File: src/rtl/lc3b_assoc_cache.sv
// Set-associative write-back/write-allocate cache for the LC-3b memory port.
// Flop-based arrays, combinational lookup, true-LRU ages per set.
module lc3b_assoc_cache #(
  parameter int NUM_SETS = 8,
  parameter int NUM_WAYS = 2
) (
  input  logic         clk,
  input  logic         rst,
  input  logic         mem_read,
  input  logic         mem_write,
  input  logic [1:0]   mem_byte_enable,
  input  logic [15:0]  mem_address,
  input  logic [15:0]  mem_wdata,
  output logic         mem_resp,
  output logic [15:0]  mem_rdata,
  output logic         pmem_read,
  output logic         pmem_write,
  output logic [15:0]  pmem_address,
  output logic [127:0] pmem_wdata,
  input  logic         pmem_resp,
  input  logic [127:0] pmem_rdata
);
  localparam int IW = $clog2(NUM_SETS);
  localparam int TW = 12 - IW;
  localparam int WW = (NUM_WAYS > 1) ? $clog2(NUM_WAYS) : 1;

  typedef enum logic [1:0] {COMPARE, WRITEBACK, ALLOCATE} state_e;

  state_e              state_q;
  logic [NUM_SETS-1:0] valid_q [NUM_WAYS];
  logic [NUM_SETS-1:0] dirty_q [NUM_WAYS];
  logic [WW-1:0]       age_q   [NUM_WAYS][NUM_SETS];
  logic [TW-1:0]       tag_q   [NUM_WAYS][NUM_SETS];
  logic [127:0]        data_q  [NUM_WAYS][NUM_SETS];
  logic [WW-1:0]       victim_q;

  logic [IW-1:0] idx;
  logic [TW-1:0] tag;
  logic [6:0]    boff;
  logic          req, hit, found;
  logic [WW-1:0] hit_way, victim_d;

  assign idx  = mem_address[IW+3:4];
  assign tag  = mem_address[15:IW+4];
  assign boff = {mem_address[3:1], 4'h0};
  assign req  = mem_read | mem_write;

  always_comb begin
    hit     = 1'b0;
    hit_way = '0;
    for (int w = 0; w < NUM_WAYS; w++)
      if (valid_q[w][idx] && tag_q[w][idx] == tag) begin
        hit     = 1'b1;
        hit_way = WW'(w);
      end
  end

  // Lowest invalid way wins; otherwise the oldest way of the set.
  always_comb begin
    victim_d = '0;
    found    = 1'b0;
    for (int w = NUM_WAYS - 1; w >= 0; w--)
      if (!valid_q[w][idx]) begin
        victim_d = WW'(w);
        found    = 1'b1;
      end
    if (!found)
      for (int w = 0; w < NUM_WAYS; w++)
        if (age_q[w][idx] == WW'(NUM_WAYS - 1)) victim_d = WW'(w);
  end

  assign mem_resp     = (state_q == COMPARE) && req && hit;
  assign mem_rdata    = mem_resp ? data_q[hit_way][idx][boff +: 16] : 16'h0000;
  assign pmem_read    = (state_q == ALLOCATE);
  assign pmem_write   = (state_q == WRITEBACK);
  assign pmem_address = pmem_write ? {tag_q[victim_q][idx], idx, 4'h0} : {tag, idx, 4'h0};
  assign pmem_wdata   = data_q[victim_q][idx];

  always_ff @(posedge clk or posedge rst) begin
    if (rst) begin
      state_q  <= COMPARE;
      victim_q <= '0;
      for (int w = 0; w < NUM_WAYS; w++) begin
        valid_q[w] <= '0;
        dirty_q[w] <= '0;
        for (int s = 0; s < NUM_SETS; s++) age_q[w][s] <= WW'(w);
      end
    end else begin
      case (state_q)
        COMPARE: if (req) begin
          if (hit) begin
            if (mem_write) dirty_q[hit_way][idx] <= 1'b1;
            for (int w = 0; w < NUM_WAYS; w++)
              if (age_q[w][idx] < age_q[hit_way][idx]) age_q[w][idx] <= age_q[w][idx] + 1'b1;
            age_q[hit_way][idx] <= '0;
          end else begin
            victim_q <= victim_d;
            state_q  <= dirty_q[victim_d][idx] ? WRITEBACK : ALLOCATE;
          end
        end
        WRITEBACK: if (pmem_resp) begin
          dirty_q[victim_q][idx] <= 1'b0;
          state_q                <= ALLOCATE;
        end
        ALLOCATE: if (pmem_resp) begin
          valid_q[victim_q][idx] <= 1'b1;
          dirty_q[victim_q][idx] <= 1'b0;
          state_q                <= COMPARE;
        end
        default: state_q <= COMPARE;
      endcase
    end
  end

  // Tag/data carry no reset; state_q gates writes so a fill racing reset is dropped.
  always_ff @(posedge clk) begin
    if (state_q == COMPARE && mem_write && hit) begin
      if (mem_byte_enable[0]) data_q[hit_way][idx][boff +: 8]       <= mem_wdata[7:0];
      if (mem_byte_enable[1]) data_q[hit_way][idx][(boff + 7'd8) +: 8] <= mem_wdata[15:8];
    end
    if (state_q == ALLOCATE && pmem_resp) begin
      data_q[victim_q][idx] <= pmem_rdata;
      tag_q[victim_q][idx]  <= tag;
    end
  end
endmodule

File: config.mk
export PLATFORM = sky130hd
export DESIGN_NAME = lc3b_assoc_cache
export DESIGN_NICKNAME = d
export VERILOG_FILES = /design/src/rtl/lc3b_assoc_cache.sv
export SDC_FILE = /design/constraint.sdc
export NUM_CORES = 2
export LEC_CHECK = 0
export CAP_MARGIN = 20
export CORE_UTILIZATION = 30
export DETAILED_ROUTE_END_ITERATION = 8
export HOLD_SLACK_MARGIN = 0.02
export PLACE_DENSITY = 0.54
export SLEW_MARGIN = 20
export SYNTH_ARGS = -nofsm -noshare
export SYNTH_HDL_FRONTEND = slang
export SYNTH_SLANG_ARGS = --single-unit
File: constraint.sdc
create_clock -name clk -period 8.91 [get_ports clk]
set_input_delay 2.2275 -clock clk [delete_from_list [all_inputs] [get_ports clk]]
set_output_delay 2.2275 -clock clk [all_outputs]
set_load 0.02 [all_outputs]
=== Word-level counts from Yosys, hierarchy flattened ===
Memories as Yosys holds them, arrays and structs flattened.
Cells that the tools add are included.

* Add/sub/neg operators: 5
* $lt $le $gt $ge: 11
* Equal/unequal tests: 11
* Shift-type cells: 5
* Mux-type cells: 1,122
* Bitwise operators: 1,036
* Reductions and logical operators: 20

{| class="wikitable"
|+ Operators by type and width
! cell !! number
|-
| two-way mux 1024 bit || 5
|-
| demux 128 bit (select 3 bit) || 3
|-
| two-way mux 1 bit || 1,050
|-
| OR 1 bit || 1,025
|-
| OR reduction 1024 bit || 1
|-
| two-way mux 128 bit || 7
|-
| binary-select mux 128 bit (select 3 bit) || 2
|-
| variable shift 8 x 9 -> 128 bit (first input constant) || 2
|-
| variable part select 8 x 9 -> 128 bit || 2
|-
| two-way mux 8 bit || 17
|-
| variable part select 128 x 8 -> 16 bit || 1
|-
| two-way mux 16 bit || 6
|-
| binary-select mux 9 bit (select 3 bit) || 3
|-
| two-way mux 72 bit || 1
|-
| two-way mux 9 bit || 7
|-
| AND 16 bit || 2
|-
| NOT 16 bit || 2
|-
| OR 16 bit || 2
|-
| one-hot mux 16 bit (2 select lines) || 1
|-
| demux 9 bit (select 3 bit) || 1
|-
| demux 8 bit (select 1 bit) || 3
|-
| binary-select mux 1 bit (select 3 bit) || 6
|-
| == test 9 bit || 2
|-
| negator 7 -> 9 bit || 2
|-
| 28 further kinds || 57
|}

* Register bits: 51
* Memory bits (writable): 2,192
* Input bits: 167
* Memories kept: 2

{| class="wikitable"
|+ Memories
! memory !! depth !! width !! read ports !! clocked after memory_dff !! wr ports !! RTL line !! RTL
|-
| data_q || 2 || 1,024 || 2 || 0 || 1 || 34 || <nowiki>logic [127:0] data_q [NUM_WAYS][NUM_SETS];</nowiki>
|-
| tag_q || 2 || 72 || 3 || 0 || 1 || 33 || <nowiki>logic [TW-1:0] tag_q [NUM_WAYS][NUM_SETS];</nowiki>
|}

=== Depth between registers and ports, before layout ===
* Depth after elaboration: 20
* Mapped depth: 19

=== Worst setup path before layout ===
No wires, ideal clock.

* Path type: input to output
* From: input port mem_address[4]
* To: output port mem_rdata[3]
* Data arrival time: 6,167 ps
* Data required time: 6,682 ps
* Slack: 516 ps
* Stages: 16
* Path buffers: 5
* Cells stage by stage: buf_6 > buf_2 > buf_4 > nor3b_2 > nand2_1 > nand2_1 > xnor2_1 > nand4_1 > nor2_8 > buf_12 > buf_8 > mux2_2 > a2111oi_2 > a31oi_1 > or3_1 > nor4b_1

* Longest elaborated chain between the ends: 13

{| class="wikitable"
|+ Ends and longest elaborated chain
! item !! RTL line !! RTL
|-
| start, declared || 12 || <nowiki>input logic [15:0] mem_address,</nowiki>
|-
| NOT 3 -> 4 bit (not written as such) || 52, 73 ||
|-
| binary-select mux 9 bit (select 3 bit) || 52 || <nowiki>if (valid_q[w][idx] && tag_q[w][idx] == tag) begin</nowiki>
|-
| two-way mux 9 bit (not written as such) (2 in series) || 52 ||
|-
| == test 9 bit || 52 ||
|-
| logical AND 1 bit || 52 ||
|-
| two-way mux 1 bit || 52 ||
|-
| memory (2 x 1024 bit) || - ||
|-
| binary-select mux 128 bit (select 3 bit) || 73 || <nowiki>assign mem_rdata = mem_resp ? data_q[hit_way][idx][boff +: 16] : 16'h0000;</nowiki>
|-
| two-way mux 128 bit (not written as such) (2 in series) || 73 ||
|-
| variable part select 128 x 8 -> 16 bit || 73 ||
|-
| two-way mux 16 bit * || 73 ||
|-
| end, declared || 15 || <nowiki>output logic [15:0] mem_rdata,</nowiki>
|}

Mark *: on every way between the ends. The rest lies on a longest branch, timed or not. The select of a mux whose other input is x is not followed.

=== Final worst setup path ===
* From: input port mem_address[4]
* To: output port mem_rdata[15]

The elaborated chain is that of the path after synthesis.

==> metrics.md <==
| Metric | Value |
|---|---|
| Outcome | finished with violations |
| Failing checks | setup timing |
| Worst path bufs/invs | 10 |
| Global route overflow | 0 |
| CTS Buffer Depth | 4 |
| Min-Delay Path Depth | 1 |
| Post-Synth XOR/XNOR Area | 0.00105 |
| Initial Util | 0.302 |
| Chip Width | ~600 um |
| Via density | 6.02 |
| Critical path class | primary input to output port |
| WP data arrival | 6.76 ns |
| Crit-path cells | buf_12 > mux2_4 > a221o_1 > a222oi_1 > xor2_1 > o2111ai_4 > buf_12 > nor2_8 > buf_12 > buf_12 > buf_16 > buf_4 > buf_6 > mux4_2 > o22ai_1 > nor3_1 > buf_4 > a211oi_2 > buf_4 > and4b_4 > buf_12 |
| Largest family of logic cells by synthesized area | multiplexers |
| Root buffer cell | clkbuf_16 |
| Clock period minus worst slack | around 9 ns |
| Synthesized area | approximately 0.11 mm2 |
| Synth Area in Simple Gates | 0.0606 |
| Largest net degree at the start of global routing | 120 |
| Final Skew | 0.0917 ns |
| Area leader, netlist | edfxtp_1 |
| Peak per-stage delay on the critical path | 0.51 ns |
| Num CTS Buffers | 245 |
| Die area | 0.366 mm2 |
| Seq/Total Area, Yosys | 0.616 |
| Top cells by area, synth | edfxtp_1 (60%), mux4_2 (16%), mux2i_1 (3.6%) |
| Synthesis-to-layout area growth | 21.6% |
| H-tree Lvls | 4 |
| Remaining DRCs | 0 |
| Peak Freq | 111 MHz |
| Ys async rst share | 0.0227 |
| Fin util | 0.368 |
| Buffers on Ports | 324 |
| Adder-Cell Fraction of Synth Area | 0.00103 |
| CTS Hold Bufs | 0 |
| Iter 0 DRT Violations | 10900 |
| R2R Setup Slk | around 2.9 ns |
| Hold EP | valid_q[4] |
| Initial antenna violation count | 46 |
| Hold path startpoint | valid_q[4] |
| Pwr dens | 218 mW/mm2 |
| Post-DR wirelength/cell | 36.1 um |
| RSZ-0062 raised after global routing | true |
| Critical path endpoint category | output port |
| Final setup TNS | -0.481 ns |
| FF+latch area | 0.0671 mm2 |
| Final hold violations | 0 |
| CTS sink count | 2243 |
| Pre-antenna DRT Iters | 8 |
| Peak supply drop | 259 uV |
| Final setup viols | 11 |
| Later-pin clock latency in the skew report | 0.96 ns |
| DRT Wirelength | ~470000 um |
| Multi-input logic area | 0.0400 mm2 |
| Distinct cells, synth | 94 |
| Die height | 605 um |
| Post-route cell area | 0.132 mm2 |
| Reg-to-Reg Start | tag_q[1][45] |
| FF-to-FF path depth | 15 |
| Worst min-delay path class | flop to flop |
| Clock-pin slew on the worst setup and hold paths | 0.06 ns |
| EDFF count, synth | 2192 |
| Max_cap viols | 0 |
| Synth Area per Inst | approximately 15 um2 |
| Final slew viol count | 0 |
| Max-slew headroom | 0.175 |
| Lkg Pwr | 42.8 nW |
| Post-synthesis compound-gate area fraction | 0.0926 |
| YS warnings | 0 |
| Yosys top cell area share | 0.604 |
| Nets | 8242 |
| CP dominant cell by count | buf_12 |
| Ports | between 300 and 400 |
| Row count | 220 |
| Placer Congestion | between 0.9 and 1 |
| Placed instance area | roughly 0.12 mm2 |
| CP Data Required Time | 6.68 ns |
| CTS tree | done |
| Final ANT Viol Nets | 0 |
| Post-synthesis register bit count | 2243 |
| Ratio of cells with drive above 1 in the final layout | 0.271 |
| DP Worst Slack | -0.726 ns |
| First-pass GRT wire length | 638000 um |
| CP startpoint kind | primary input |
| Period Utilization, post-route | 1.01 |
| Detailed placement HPWL | roughly 310000 um |
| All-Layer GR Usage | 0.251 |
| Post-route setup slack | -0.0822 ns |
| Crit-path slowest cell | a222oi_1 |
| Vias | 78700 |
| Vias in the first global route | 77600 |
| Reg2reg end | data_q[0][814] |
| Slew of the pin with the lowest slew margin | 1.24 ns |
| Syn Inst Count | ~7200 |
| Top delay family on crit path | buffers and inverters |
| Post-synthesis mux area share | 0.201 |
| Synth Flop Type | edfxtp_1 |
| Total core area | 0.360 mm2 |
| Critical path peak fanout | 7 |
| Fillers | 34000 |
==> layout make-up <==
class | instances | share of cell area
multi-input cells | 4355 | 0.302
repair buffers | 1140 | 0.0848
inverters | 81 | 0.00242
clock inverters | 143 | 0.0101
clock buffers | 305 | 0.0487
diodes | 27 | 0.000510
flip-flops and latches | 2243 | 0.507
well taps | 4773 | 0.0451
==> where the power goes <==
part	internal (mW)	switching [mW]	total [mW]	leakage (nW)
registers	12.2	0.117	12.3	20.7
logic	2.65	3.81	6.46	18.2
clock network	5.72	4.40	10.1	3.82
total	20.5	8.33	28.9	42.8
==> cells in the final DEF, fill, tap and decap left out, drive strengths merged, types with 127 or more instances in the layout <==
cell type         n
a21oi           193
a22oi           127
buf             846
clkbuf          311
clkdlybuf4s50   286
edfxtp         2192
mux2i           395
mux4            761
nand2           798
nand3           143
nor2            324
o21ai           655
==> through the flow <==
step,std cells,total power [mW],hold WS [ns]
3_5_place_dp,12500,18.9,0.448
2_1_floorplan,7248,16.3,0.434
4_1_cts,13000,28.9,0.462
3_3_place_gp,12500,18.8,0.446
6_report,13100,28.9,0.459
5_1_grt,13100,29.6,0.476
==> layer usage <==
layer / vias up / track usage / share of wire
met4: 28 / 0.171 / 0.076
met5: - / 0 / 0.00039
met2: 5296 / 0.389 / 0.45
li1: 31100 / - / -
met3: 1237 / 0.0573 / 0.11
met1: 41000 / 0.314 / 0.36
==> cell families (layout without fill, tap and decap cells) <==
logic type | after synthesis | after routing
flip-flops | 2243 | 2243
AO/OA/AOI/OAI | 1581 | 1581
AND/OR/NAND/NOR | 1526 | 1526
multiplexers | 1222 | 1222
buffers and inverters | 650 | 1669
XOR/XNOR | 13 | 13
adder cells (fa/ha/maj) | 9 | 9
other | 1 | 31
==> state kept, by name (all words and copies together) (netlist names) <==
| register | flops |
|---|---|
| valid_q | 16 |
| victim_q | 1 |
| data_q | 2048 |
| dirty_q | 16 |
| tag_q | 144 |
| state_q | 2 |
| age_q | 16 |
==> how the worst max path moves through the flow <==
stage,startpoint,slack [ns],depth (start not counted),endpoint
floorplan,mem_address[4],0.52,16,mem_rdata[3]
global placement,mem_address[4],-1.10,20,mem_rdata[12]
detailed placement,mem_address[4],-0.73,19,mem_rdata[1]
CTS,mem_address[4],-0.12,19,mem_rdata[1]
global route,mem_address[4],-0.14,21,mem_rdata[15]
finish,mem_address[4],-0.08,21,mem_rdata[15]
==> timing repair <==
item | 4_1_cts | 5_1_grt
pin swaps | 43 | 55
cloned | 6 | 4
gates resized for setup | 171 | 107
setup buffers | 39 | 37
setup endpoints to repair | 16 | 16
==> synth_stat cells, types with 24 or more instances <==
cell	instances
edfxtp_1	2192
nand2_1	797
mux4_2	757
o21ai_0	652
mux2i_1	395
clkbuf_1	335
nor2_1	323
a21oi_1	193
nand3_1	143
a22oi_1	127
o22ai_1	102
buf_1	100
inv_1	80
nor3_1	72
a32oi_1	70
a22o_1	69
mux2_2	64
a211oi_1	63
buf_2	53
a31oi_1	46
nand4_1	46
dfrtp_1	43
o211ai_1	41
buf_4	34
o22a_1	32
buf_6	31
o221ai_1	24
(Power assumes the default switching activity.)
